==> config.mk <==
export PLATFORM = sky130hd
export DESIGN_NAME = mem_arbiter_flat
export DESIGN_NICKNAME = d
export VERILOG_FILES = /design/src/rtl/mem_arbiter_if.sv /design/src/rtl/mem_arbiter.sv /design/src/flat_wrapper.sv
export SDC_FILE = /design/constraint.sdc
export NUM_CORES = 1
export LEC_CHECK = 0
export BUFFER_PORTS_ARGS = -buffer_cell sky130_fd_sc_hd__buf_4
export CAP_MARGIN = 20
export CORE_AREA = 8 8 200 202
export DETAILED_ROUTE_END_ITERATION = 8
export DIE_AREA = 0 0 208 210
export MAX_ROUTING_LAYER = met4
export PLACE_DENSITY = 0.49
export SETUP_SLACK_MARGIN = 0.5
export SLEW_MARGIN = 20
export SYNTH_ARGS = -nofsm -noshare
export SYNTH_HDL_FRONTEND = slang
export SYNTH_SLANG_ARGS = --single-unit
export TNS_END_PERCENT = 10
==> constraint.sdc <==
create_clock -name CLK -period 1.3 [get_ports CLK]
set_clock_uncertainty 0.05 [all_clocks]
set_input_delay 0.195 -clock CLK [delete_from_list [all_inputs] [get_ports CLK]]
set_output_delay 0.195 -clock CLK [all_outputs]
set_load 0.01 [all_outputs]
==> src/rtl/mem_arbiter_if.sv <==
// Arbiter bus: per-master request/response lanes plus the shared memory port.
// The slave modport is the arbiter's view; master covers requesters and memory.
interface mem_arbiter_if #(
    parameter int NUM_MASTERS = 2,
    parameter int ADDR_W      = 64,
    parameter int DATA_W      = 64
);
    logic [NUM_MASTERS-1:0]        req;
    logic [NUM_MASTERS-1:0]        we;
    logic [NUM_MASTERS*ADDR_W-1:0] addr;
    logic [NUM_MASTERS*DATA_W-1:0] wdata;
    logic [NUM_MASTERS-1:0]        stall;
    logic [NUM_MASTERS-1:0]        rvalid;
    logic [DATA_W-1:0]             rdata;
    logic                          m_en;
    logic                          m_we;
    logic [ADDR_W-1:0]             m_addr;
    logic [DATA_W-1:0]             m_wdata;
    logic [DATA_W-1:0]             m_rdata;

    modport slave (
        input  req, we, addr, wdata, m_rdata,
        output stall, rvalid, rdata, m_en, m_we, m_addr, m_wdata
    );

    modport master (
        output req, we, addr, wdata, m_rdata,
        input  stall, rvalid, rdata, m_en, m_we, m_addr, m_wdata
    );
endinterface

==> src/rtl/mem_arbiter.sv <==
// N-master memory arbiter; completion strobe 1+WAIT_STATES cycles after the IDLE arbitration cycle.
// Backpressure: every requester is stalled except the granted master in its completion cycle.
module mem_arbiter #(
    parameter int NUM_MASTERS = 2,
    parameter int ADDR_W      = 64,
    parameter int DATA_W      = 64,
    parameter int WAIT_STATES = 1,
    parameter bit RR          = 1'b1
) (
    input  logic         CLK,
    input  logic         RESET,
    mem_arbiter_if.slave bus
);
    localparam int IDX_W = $clog2(NUM_MASTERS);
    typedef logic [IDX_W-1:0] idx_t;
    typedef enum logic {IDLE, ACCESS} state_t;

    state_t            state_q, state_d;
    idx_t              g_q, g_d;
    idx_t              lg_q, lg_d;
    logic [3:0]        cnt_q, cnt_d;
    logic              we_q, we_d;
    logic [ADDR_W-1:0] addr_q, addr_d;
    logic [DATA_W-1:0] wdata_q, wdata_d;
    logic              done_q, done_d;

    idx_t win;
    logic found;
    int   idx;

    // Round-robin scans from the master after the last grant; fixed priority scans from 0.
    always_comb begin
        win   = '0;
        found = 1'b0;
        idx   = 0;
        for (int k = 1; k <= NUM_MASTERS; k++) begin
            if (RR) begin
                idx = int'(lg_q) + k;
                if (idx >= NUM_MASTERS) idx = idx - NUM_MASTERS;
            end else begin
                idx = k - 1;
            end
            if (!found && bus.req[idx_t'(idx)]) begin
                win   = idx_t'(idx);
                found = 1'b1;
            end
        end
    end

    always_comb begin
        state_d = state_q;
        g_d     = g_q;
        lg_d    = lg_q;
        cnt_d   = cnt_q;
        we_d    = we_q;
        addr_d  = addr_q;
        wdata_d = wdata_q;
        case (state_q)
            IDLE: begin
                if (found) begin
                    state_d = ACCESS;
                    g_d     = win;
                    lg_d    = win;
                    cnt_d   = 4'(WAIT_STATES);
                    we_d    = bus.we[win];
                    addr_d  = bus.addr[win*ADDR_W +: ADDR_W];
                    wdata_d = bus.wdata[win*DATA_W +: DATA_W];
                end
            end
            ACCESS: begin
                if (cnt_q != 4'd0) cnt_d = cnt_q - 4'd1;
                else               state_d = IDLE;
            end
            default: state_d = IDLE;
        endcase
        // done_q marks the completion cycle one cycle ahead so strobes come straight off a flop.
        done_d = (state_d == ACCESS) && (cnt_d == 4'd0);
    end

    always_ff @(posedge CLK or negedge RESET) begin
        if (!RESET) begin
            state_q <= IDLE;
            g_q     <= '0;
            lg_q    <= idx_t'(NUM_MASTERS - 1);
            cnt_q   <= '0;
            we_q    <= 1'b0;
            addr_q  <= '0;
            wdata_q <= '0;
            done_q  <= 1'b0;
        end else begin
            state_q <= state_d;
            g_q     <= g_d;
            lg_q    <= lg_d;
            cnt_q   <= cnt_d;
            we_q    <= we_d;
            addr_q  <= addr_d;
            wdata_q <= wdata_d;
            done_q  <= done_d;
        end
    end

    logic active;
    assign active      = (state_q == ACCESS);
    assign bus.m_en    = active;
    assign bus.m_we    = done_q & we_q;
    assign bus.m_addr  = active ? addr_q : '0;
    assign bus.m_wdata = active ? wdata_q : '0;
    assign bus.rdata   = bus.m_rdata;
    assign bus.rvalid  = done_q ? ({{(NUM_MASTERS-1){1'b0}}, 1'b1} << g_q) : '0;
    assign bus.stall   = bus.req & ~bus.rvalid;
endmodule
==> src/flat_wrapper.sv <==
// flat-port wrapper written by rule: the top's interface ports become plain ports
module mem_arbiter_flat 
#(
    parameter int NUM_MASTERS = 2,
    parameter int ADDR_W      = 64,
    parameter int DATA_W      = 64,
    parameter int WAIT_STATES = 1,
    parameter bit RR          = 1'b1
)
  (CLK, RESET, bus_req, bus_we, bus_addr, bus_wdata, bus_m_rdata, bus_stall, bus_rvalid, bus_rdata, bus_m_en, bus_m_we, bus_m_addr, bus_m_wdata);
  mem_arbiter_if #(.NUM_MASTERS(NUM_MASTERS), .ADDR_W(ADDR_W), .DATA_W(DATA_W)) bus_i ();
  input  logic CLK;
  input  logic RESET;
  input wire logic [$bits(bus_i.req)-1:0] bus_req;
  input wire logic [$bits(bus_i.we)-1:0] bus_we;
  input wire logic [$bits(bus_i.addr)-1:0] bus_addr;
  input wire logic [$bits(bus_i.wdata)-1:0] bus_wdata;
  input wire logic [$bits(bus_i.m_rdata)-1:0] bus_m_rdata;
  output wire logic [$bits(bus_i.stall)-1:0] bus_stall;
  output wire logic [$bits(bus_i.rvalid)-1:0] bus_rvalid;
  output wire logic [$bits(bus_i.rdata)-1:0] bus_rdata;
  output wire logic [$bits(bus_i.m_en)-1:0] bus_m_en;
  output wire logic [$bits(bus_i.m_we)-1:0] bus_m_we;
  output wire logic [$bits(bus_i.m_addr)-1:0] bus_m_addr;
  output wire logic [$bits(bus_i.m_wdata)-1:0] bus_m_wdata;
  assign bus_i.req = bus_req;
  assign bus_i.we = bus_we;
  assign bus_i.addr = bus_addr;
  assign bus_i.wdata = bus_wdata;
  assign bus_i.m_rdata = bus_m_rdata;
  assign bus_stall = bus_i.stall;
  assign bus_rvalid = bus_i.rvalid;
  assign bus_rdata = bus_i.rdata;
  assign bus_m_en = bus_i.m_en;
  assign bus_m_we = bus_i.m_we;
  assign bus_m_addr = bus_i.m_addr;
  assign bus_m_wdata = bus_i.m_wdata;
  mem_arbiter #(.NUM_MASTERS(NUM_MASTERS), .ADDR_W(ADDR_W), .DATA_W(DATA_W), .WAIT_STATES(WAIT_STATES), .RR(RR)) u_core (.CLK(CLK), .RESET(RESET), .bus(bus_i));
endmodule
# After elaboration in Yosys (flattened, before gate mapping)
# Cells that the tools add are included.
op_classes:
  magnitude_cmp: 5
  shift: 3
  addsub: 5
  reduce_logical: 6
  mux: 21
  n_bitwise: 4
ops:
  columns: ["operator", "n"]
  rows:
  - ["128-bit by 8-bit indexed part select with 64-bit output", 2]
  - ["64-bit two-way mux", 2]
  - ["1-bit two-way mux", 14]
  - ["4-bit two-way mux", 2]
  - ["4-bit case mux with 2 select lines", 1]
  - ["1-bit by 2-bit < comparator with 1-bit output (second input constant)", 3]
  - ["4-bit zero test", 1]
  - ["4-bit nonzero test", 1]
  - ["4-bit by 1-bit subtractor with 4-bit output (second input constant)", 1]
  - ["1-bit by 2-bit adder with 3-bit output (second input constant)", 1]
  - ["3-bit by 2-bit >= comparator with 1-bit output (second input constant)", 1]
  - ["1-bit by 1-bit adder with 2-bit output (second input constant)", 1]
  - ["2-bit AND", 1]
  - ["2-bit >= comparator (second input constant)", 1]
  - ["1-bit logical AND", 2]
  - ["2-bit two-way mux", 1]
  - ["2-bit NOT", 1]
  - ["1-bit case mux with 2 select lines", 1]
  - ["2-bit AND reduction", 1]
  - ["1-bit by 1-bit left shift with 2-bit output (first input constant)", 1]
  - ["1-bit subtractor (second input constant)", 2]
  - ["1-bit AND", 1]
  - ["1-bit zero test", 1]
  - ["1-bit NOT", 1]
totals:
  wordCells: 52
  regBits: 137
  out_inout_bits: 198
  input_bits: 326

# Depth between registers and ports, before layout
# Gate-level depths: netlist (run 1).
depth:
  word_depth: 13
  depth_mapped: 7
  mapped_depth_nobuf: 5

# Worst setup path after synthesis (run 1)
# OpenSTA, ideal clock, no wires.
synth_path:
  kind: "register to register"
  from: "register u_core.state_q (netlist: u_core.bus.m_en)"
  to: "register u_core.addr_q[0]"
  stages_incl_launch_ff: 6
  arrival_time_ns: 1.319
  required_time_ns: 1.118
  setup_slack_ns: -0.202
  setup_time_ns: 0.132
  path_buffers: 3
  synth_period_minus_slack_ns: 1.502
  path_cell_list: "dfrtp_1 -> buf_2 -> o21bai_1 -> clkbuf_1 -> clkbuf_1 -> o21ai_1"
synth_between:
  elab_chain_len: 2
synth_lines:
  columns: ["element", "line_no", "text"]
  rows:
  - ["start: declaration", "mem_arbiter.sv:18", "state_t state_q, state_d;"]
  - ["start signal: assignment", "mem_arbiter.sv:91", "state_q <= state_d;"]
  - ["1-bit NOT", null, null]
  - ["2-bit AND reduction (no line)", null, null]
  - ["end signal: assignment", "mem_arbiter.sv:96", "addr_q <= addr_d;"]
  - ["end: declaration", "mem_arbiter.sv:23", "logic [ADDR_W-1:0] addr_q, addr_d;"]
# No other way between the ends.
# A chain may end at the register's enable or synchronous reset.

# Worst setup path after layout (run 1)
layout_path:
  from: "register u_core.state_q (netlist: u_core.bus.m_en)"
  to: "output port bus_m_addr[6]"
layout_between:
  elab_chain_len: 1
layout_lines:
  columns: ["element", "line_no", "text"]
  rows:
  - ["64-bit two-way mux", "mem_arbiter.sv:106", "assign bus.m_addr = active ? addr_q : '0;"]
  - ["end: declaration", "flat_wrapper.sv:24", "output wire logic [$bits(bus_i.m_addr)-1:0] bus_m_addr;"]
# No other way between the ends.

==> metrics.txt, run 1 <==
deepest clock path buffer count 2; worst skew pair latency a little over 0.4 ns; Post-Synth XOR/XNOR Area 0.00114; Root Buffer clkbuf_16; status finished with violations; post-synthesis compound-gate area fraction 0.0965; Cell Rows just over 70; Die X approximately 210 um; synth warn 0; Die Ht 210 um; Final WS setup -0.468 ns; Tightest Pin Transition between 0.3 and 0.4 ns; most frequent CP cell buf_12; CP Class reg2out; post-route insts no fill 1716; failing checks hold timing, setup timing; Netlist cell types 33; Post-Synth Simple-Gate Area 0.183; DRC 0; drt pass-1 iters 4; Crit path largest cell delay approximately 0.5 ns; CP max FO 27; final hold vios 97; share of cells above drive strength 1 0.440; Max Clk Rate approximately 570 MHz; Avg Inst Size Synth ~9.4 um^2; Mapped Cells between 800 and 900; placed insts about 1600; DP HPWL 22.5 mm; Die Area 43700 um^2; main combinational cell family by area after synthesis simple AND/OR/NAND/NOR gates; vias post-DR 6968; worst path cell trace buf_12 > buf_12 > and2_1 > buf_6; Seq/Total Area, Yosys 0.448; max_cap viols 0; Filler Cell Count 3830; Worst setup EP type primary output; DR WL/cell between 15 and 20 um; Synth top area share 0.445; most common cell in the netlist dfrtp_1; initial antenna violation count 0; clk slew on worst S/H paths 0.07 ns; flops & latches, synth roughly 140; Worst EP arrival 1.52 ns; Final Cycle Share 1.36; total power approximately 26 mW; ys flop type dfrtp_1; via density per instance slightly above 4; H-tree depth 4; Final Critical Period between 1.5 and 2 ns; FFs w/ async S/R, synth 1.00; final setup vio count roughly 270; top post-synthesis cells by count dfrtp_1 (136), and2_1 (130), nand2_1 (130); Area after DPL between 10000 and 15000 um^2; pwr/cell area between 2000 and 2500 nW/um^2; CP required 1.05 ns; Buffers on Ports 395; CORE AREA 37000 um^2; post-route cell area 12600 um^2; Leak Pwr around 6.1 nW; final slew viol count 0; GPL Wtd Cong 0.808; vias in the first global route slightly below 8000; Post-Syn Area around 7700 um^2; first-pass GRT wire length 43.7 mm; synth top area cells dfrtp_1 (44%), mux2i_1 (17%), and2_1 (11%), buf_4 (7.0%), o21ai_1 (6.5%); crit path launch type register; Synth area leader dfrtp_1; grt ovf 0; Total Routing Usage GR 0.129; worst hold path class in2async; IO Count 524; Detailed Route Iter0 Violations 255; dpl ws -0.250 ns; Routed Antenna Nets 0; largest net degree at the start of global routing 56; Initial Util 0.207; synthesized-area fraction occupied by adder cells 0.00163; Clock Sink Count around 140; WL final approximately 28 mm; Relative slew margins 0.739; CP max-delay cell dfrtp_4; CTS tree done; P&R area growth vs syn 64.6%; VDD IR max between 0.8 and 0.9 mV; mux share of post-synthesis cell area 0.169; Nets about 1600; total CTS buffers 17; syn_nets 1140; Hold WS -0.363 ns; RSZ-0062 raised after global routing yes; ant diodes 0; EDFF count, synth 0
==> layout make-up <==
cell class / count / area, um^2 / area share
Tap cell: 474 / 593 / 0.0471
Inverter: 4 / 15.0 / 0.00119
Clock inverter: 12 / 144 / 0.0114
Timing Repair Buffer: 519 / 4380 / 0.348
Multi-Input combinational cell: 550 / 3600 / 0.285
Sequential cell: 137 / 3430 / 0.273
Clock buffer: 20 / 437 / 0.0347
==> kinds of logic after synthesis <==
logic type / Yosys count
AND/OR/NAND/NOR: 277
flip-flops: 137
adder cells (fa/ha/maj): 1
multiplexers: 129
XOR/XNOR: 1
AO/OA/AOI/OAI: 142
buffers and inverters: 126
==> sequential cells by signal, summed over array words and instances, names as in the netlist <==
register / cells
u_core.cnt_q: 4
u_core.we_q: 1
u_core.done_q: 1
u_core.wdata_q: 64
u_core.bus.m_en: 1
u_core.addr_q: 64
u_core.g_q: 1
u_core.lg_q: 1
==> final timing paths <==
path                               startpoint            endpoint  slack (ns)  cells past startpoint
max in group asynchronous               RESET   u_core.wdata_q[2]        0.55                      3
min reg2reg                u_core.wdata_q[31]  u_core.wdata_q[31]        0.42                      2
min in group CLK                  bus_addr[7]    u_core.addr_q[7]        0.02                      3
max                           u_core.bus.m_en       bus_m_addr[6]       -0.47                      4
min                                     RESET  u_core.wdata_q[27]       -0.36                      1
max reg2reg                       u_core.lg_q   u_core.addr_q[22]       -0.20                      5
==> power by group <==
part	switching, mW	internal [mW]
clock network	2.04	2.86
logic	6.35	7.33
registers	1.10	6.36
total	9.48	16.6
==> layer usage <==
layer	wire length, um	global-route usage
met3	1550	0.0345
met5	0	-
met2	14200	0.223
met4	698	0.0411
met1	11700	0.145
==> cells in the final DEF (no fill, tap or decap), types with 2 or more instances in the layout <==
cell,count
mux2i_1,113
bufinv_16,2
nand2_2,5
o21ai_0,24
buf_6,47
clkinvlp_4,3
buf_8,2
nand2_1,125
o21ai_1,108
nand4_1,2
inv_2,2
nand2b_1,2
buf_4,414
and2_4,9
buf_12,15
inv_6,3
clkbuf_1,3
nor2b_1,4
nor2_1,2
clkinv_4,4
and2_1,121
dfrtp_1,135
mux2i_2,16
nor3_1,2
inv_1,2
clkbuf_16,17
dlygate4sd3_1,41
==> per-stage QoR <==
| step | TNS (ns) | util |
|---|---|---|
| 5_1_grt | -87.39 | 0.341 |
| 2_1_floorplan | -12.01 | - |
| 3_3_place_gp | -21.47 | 0.306 |
| 6_report | -68.68 | 0.341 |
| 3_5_place_dp | -25.37 | 0.306 |
| 4_1_cts | -76.96 | 0.338 |
==> worst max-delay path, delay by kind of cell (launching register included) <==
kind,cells,cell delay [ns]
AND/OR/NAND/NOR,1,0.15
buffers and inverters,3,0.44
flip-flops,1,0.50
==> timing repair <==
action                                  in CTS  in global routing
pin swaps                                    5                  7
resized for setup                           66                 30
hold buffers                                39                  2
buffers inserted                             0                  0
endpoints found under the hold margin       92                 29
endpoints found under the setup margin     271                271
Note: power is estimated with default switching activity, not from simulation.
==> run 2: changes to the inputs <==
CORE_AREA = 8 8 196 198   (was 8 8 200 202)
DIE_AREA = 0 0 204 206   (was 0 0 208 210)
clock period = 1.9 ns   (was 1.3 ns; I/O delays follow)
==> metrics.txt, run 2 (synthesis gave the netlist of run 1 again) <==
CP max-delay cell dfrtp_4; met2 WL post-DR roughly 14 mm; Worst EP arrival 1.57 ns; vias post-DR just under 7000; r2r startpoint u_core.bus.m_en; Nets ~1500; pwr/cell area 1520 nW/um^2; most common cell after layout, fill and taps aside buf_4; CP required 1.56 ns; failing checks setup timing; Die Ht a little over 200 um; Routed Antenna Nets 0; H-tree depth 4; metal3 WL roughly 2.3 mm; Final Cycle Share 1.00; number of cells on the critical path 4; Leak Pwr ~6.0 nW; Crit path largest cell delay 0.52 ns; CORE AREA between 30000 and 40000 um^2; Total Routing Usage GR 0.137; Max Clk Rate 525 MHz; Hold WS slightly above 0.07 ns; reg-to-reg setup timing slack 0.21 ns; Hold Path Depth 3; Relative slew margins 0.630; GPL Wtd Cong between 0.7 and 0.8; R2R Path End u_core.addr_q[43]; Final WS setup -0.00584 ns; status finished with violations; P&R area growth vs syn 59.9%; Initial Util 0.217; CP max FO 33; CP Class reg2out; VDD IR max 0.712 mV; DR WL/cell 18.1 um; R2R depth 6; share of cells above drive strength 1 0.484; Area after DPL about 11000 um^2; worst hold path class in2reg; WL final slightly below 30 mm; Detailed Route Iter0 Violations 239; DP HPWL between 20 and 25 mm; first-pass GRT wire length approximately 43 mm; biggest regs u_core.addr_q (64), u_core.wdata_q (64), u_core.cnt_q (4); clk slew on worst S/H paths around 0.060 ns; drt pass-1 iters 4; Die Area 42000 um^2; vias in the first global route 7300; crit path launch type register; Finished Core Util 0.347; final hold vios 0; wl on met1 12.3 mm; final setup TNS -0.0286 ns; Final Critical Period about 1.9 ns; Buffers on Ports roughly 400; RSZ-0062 raised after global routing yes; hold path endpoint u_core.wdata_q[61]; CTS tree done; Root Buffer clkbuf_16; Tightest Pin Transition 0.555 ns; commonest non-fill, non-tap cells in the layout buf_4 (373), dfrtp_1 (135), nand2_1 (124); highest metal used met4; max_cap viols 0; via density per instance about 4.2; final setup vio count 10; post-route cell area 12200 um^2; initial antenna violation count 0; total CTS buffers 17; worst path cell trace buf_6 > buf_16 > and2_1 > buf_4; Top delay family on crit path flip-flops; WP buf/inv 3; Worst setup EP type primary output; critical hold path startpoint bus_wdata[61]; deepest clock path buffer count 2; IO Count around 520; worst skew pair latency 0.43 ns; DRC 0; Die X about 200 um; final slew viol count 0; grt ovf 0; largest net degree at the start of global routing slightly below 60; dpl ws 0.212 ns; Clock Sink Count approximately 140; Cell Rows 69
[run 2: report_power, final]
part | internal [mW] | switching, mW | total, mW | leakage (nW)
Sequential | 4.35 | 0.780 | 5.13 | 1.69
Combinational | 5.45 | 4.56 | 10.0 | 4.01
Clock | 2.07 | 1.39 | 3.46 | 0.286
[run 2: routing by layer]
metal  up-vias  track usage
met5         -            -
met1      3128        0.159
met4         0       0.0388
li1       3319            -
met3        40       0.0484
met2       290        0.223
[run 2: per-stage QoR]
step | total power [mW] | instances
floorplan | 9.57 | 813
global placement | 13.4 | 1579
detailed placement | 13.5 | 1579
CTS | 18.3 | 1622
global route | 20.0 | 1625
finish | 18.6 | 1626
[run 2: how the worst max path moves through the flow]
| stage | startpoint | to | slack, ns |
|---|---|---|---|
| 3_5_place_dp | bus_req[0] | u_core.addr_q[24] | 0.21 |
| 2_1_floorplan | u_core.bus.m_en | u_core.addr_q[62] | 0.48 |
| 5_1_grt | u_core.bus.m_en | bus_m_addr[37] | -0.08 |
| 4_1_cts | u_core.bus.m_en | bus_m_addr[51] | -0.06 |
| 6_report | u_core.bus.m_en | bus_m_addr[9] | -0.006 |
| 3_3_place_gp | bus_req[0] | u_core.addr_q[8] | 0.23 |
[run 2: worst reg2reg max path, stage by stage (launching register included)]
cell      delay, ns
dfrtp_4        0.52
buf_4          0.19
o21bai_4       0.21
buf_12         0.19
buf_16         0.23
nand2_1        0.13
o21ai_1        0.06
[run 2: cell type report]
class,instances,area (um^2)
Tap cell,461,577
Fill cell,3613,23000
Clock inverter,15,175
Timing Repair Buffer,441,3860
Antenna cell,1,2.50
Sequential cell,137,3430
Clock buffer,17,425
Multi-Input combinational cell,550,3740
Inverter,4,18.8
[run 2: timing repair]
| action | CTS | global route |
|---|---|---|
| endpoints found under the setup margin | 251 | 269 |
| endpoints found under the hold margin | 43 | 0 |
| hold buffers | 2 | 0 |
| resized for setup | 112 | 68 |
| pin swaps | 25 | 27 |
| setup buffers | 5 | 0 |
| gates cloned | 4 | 3 |
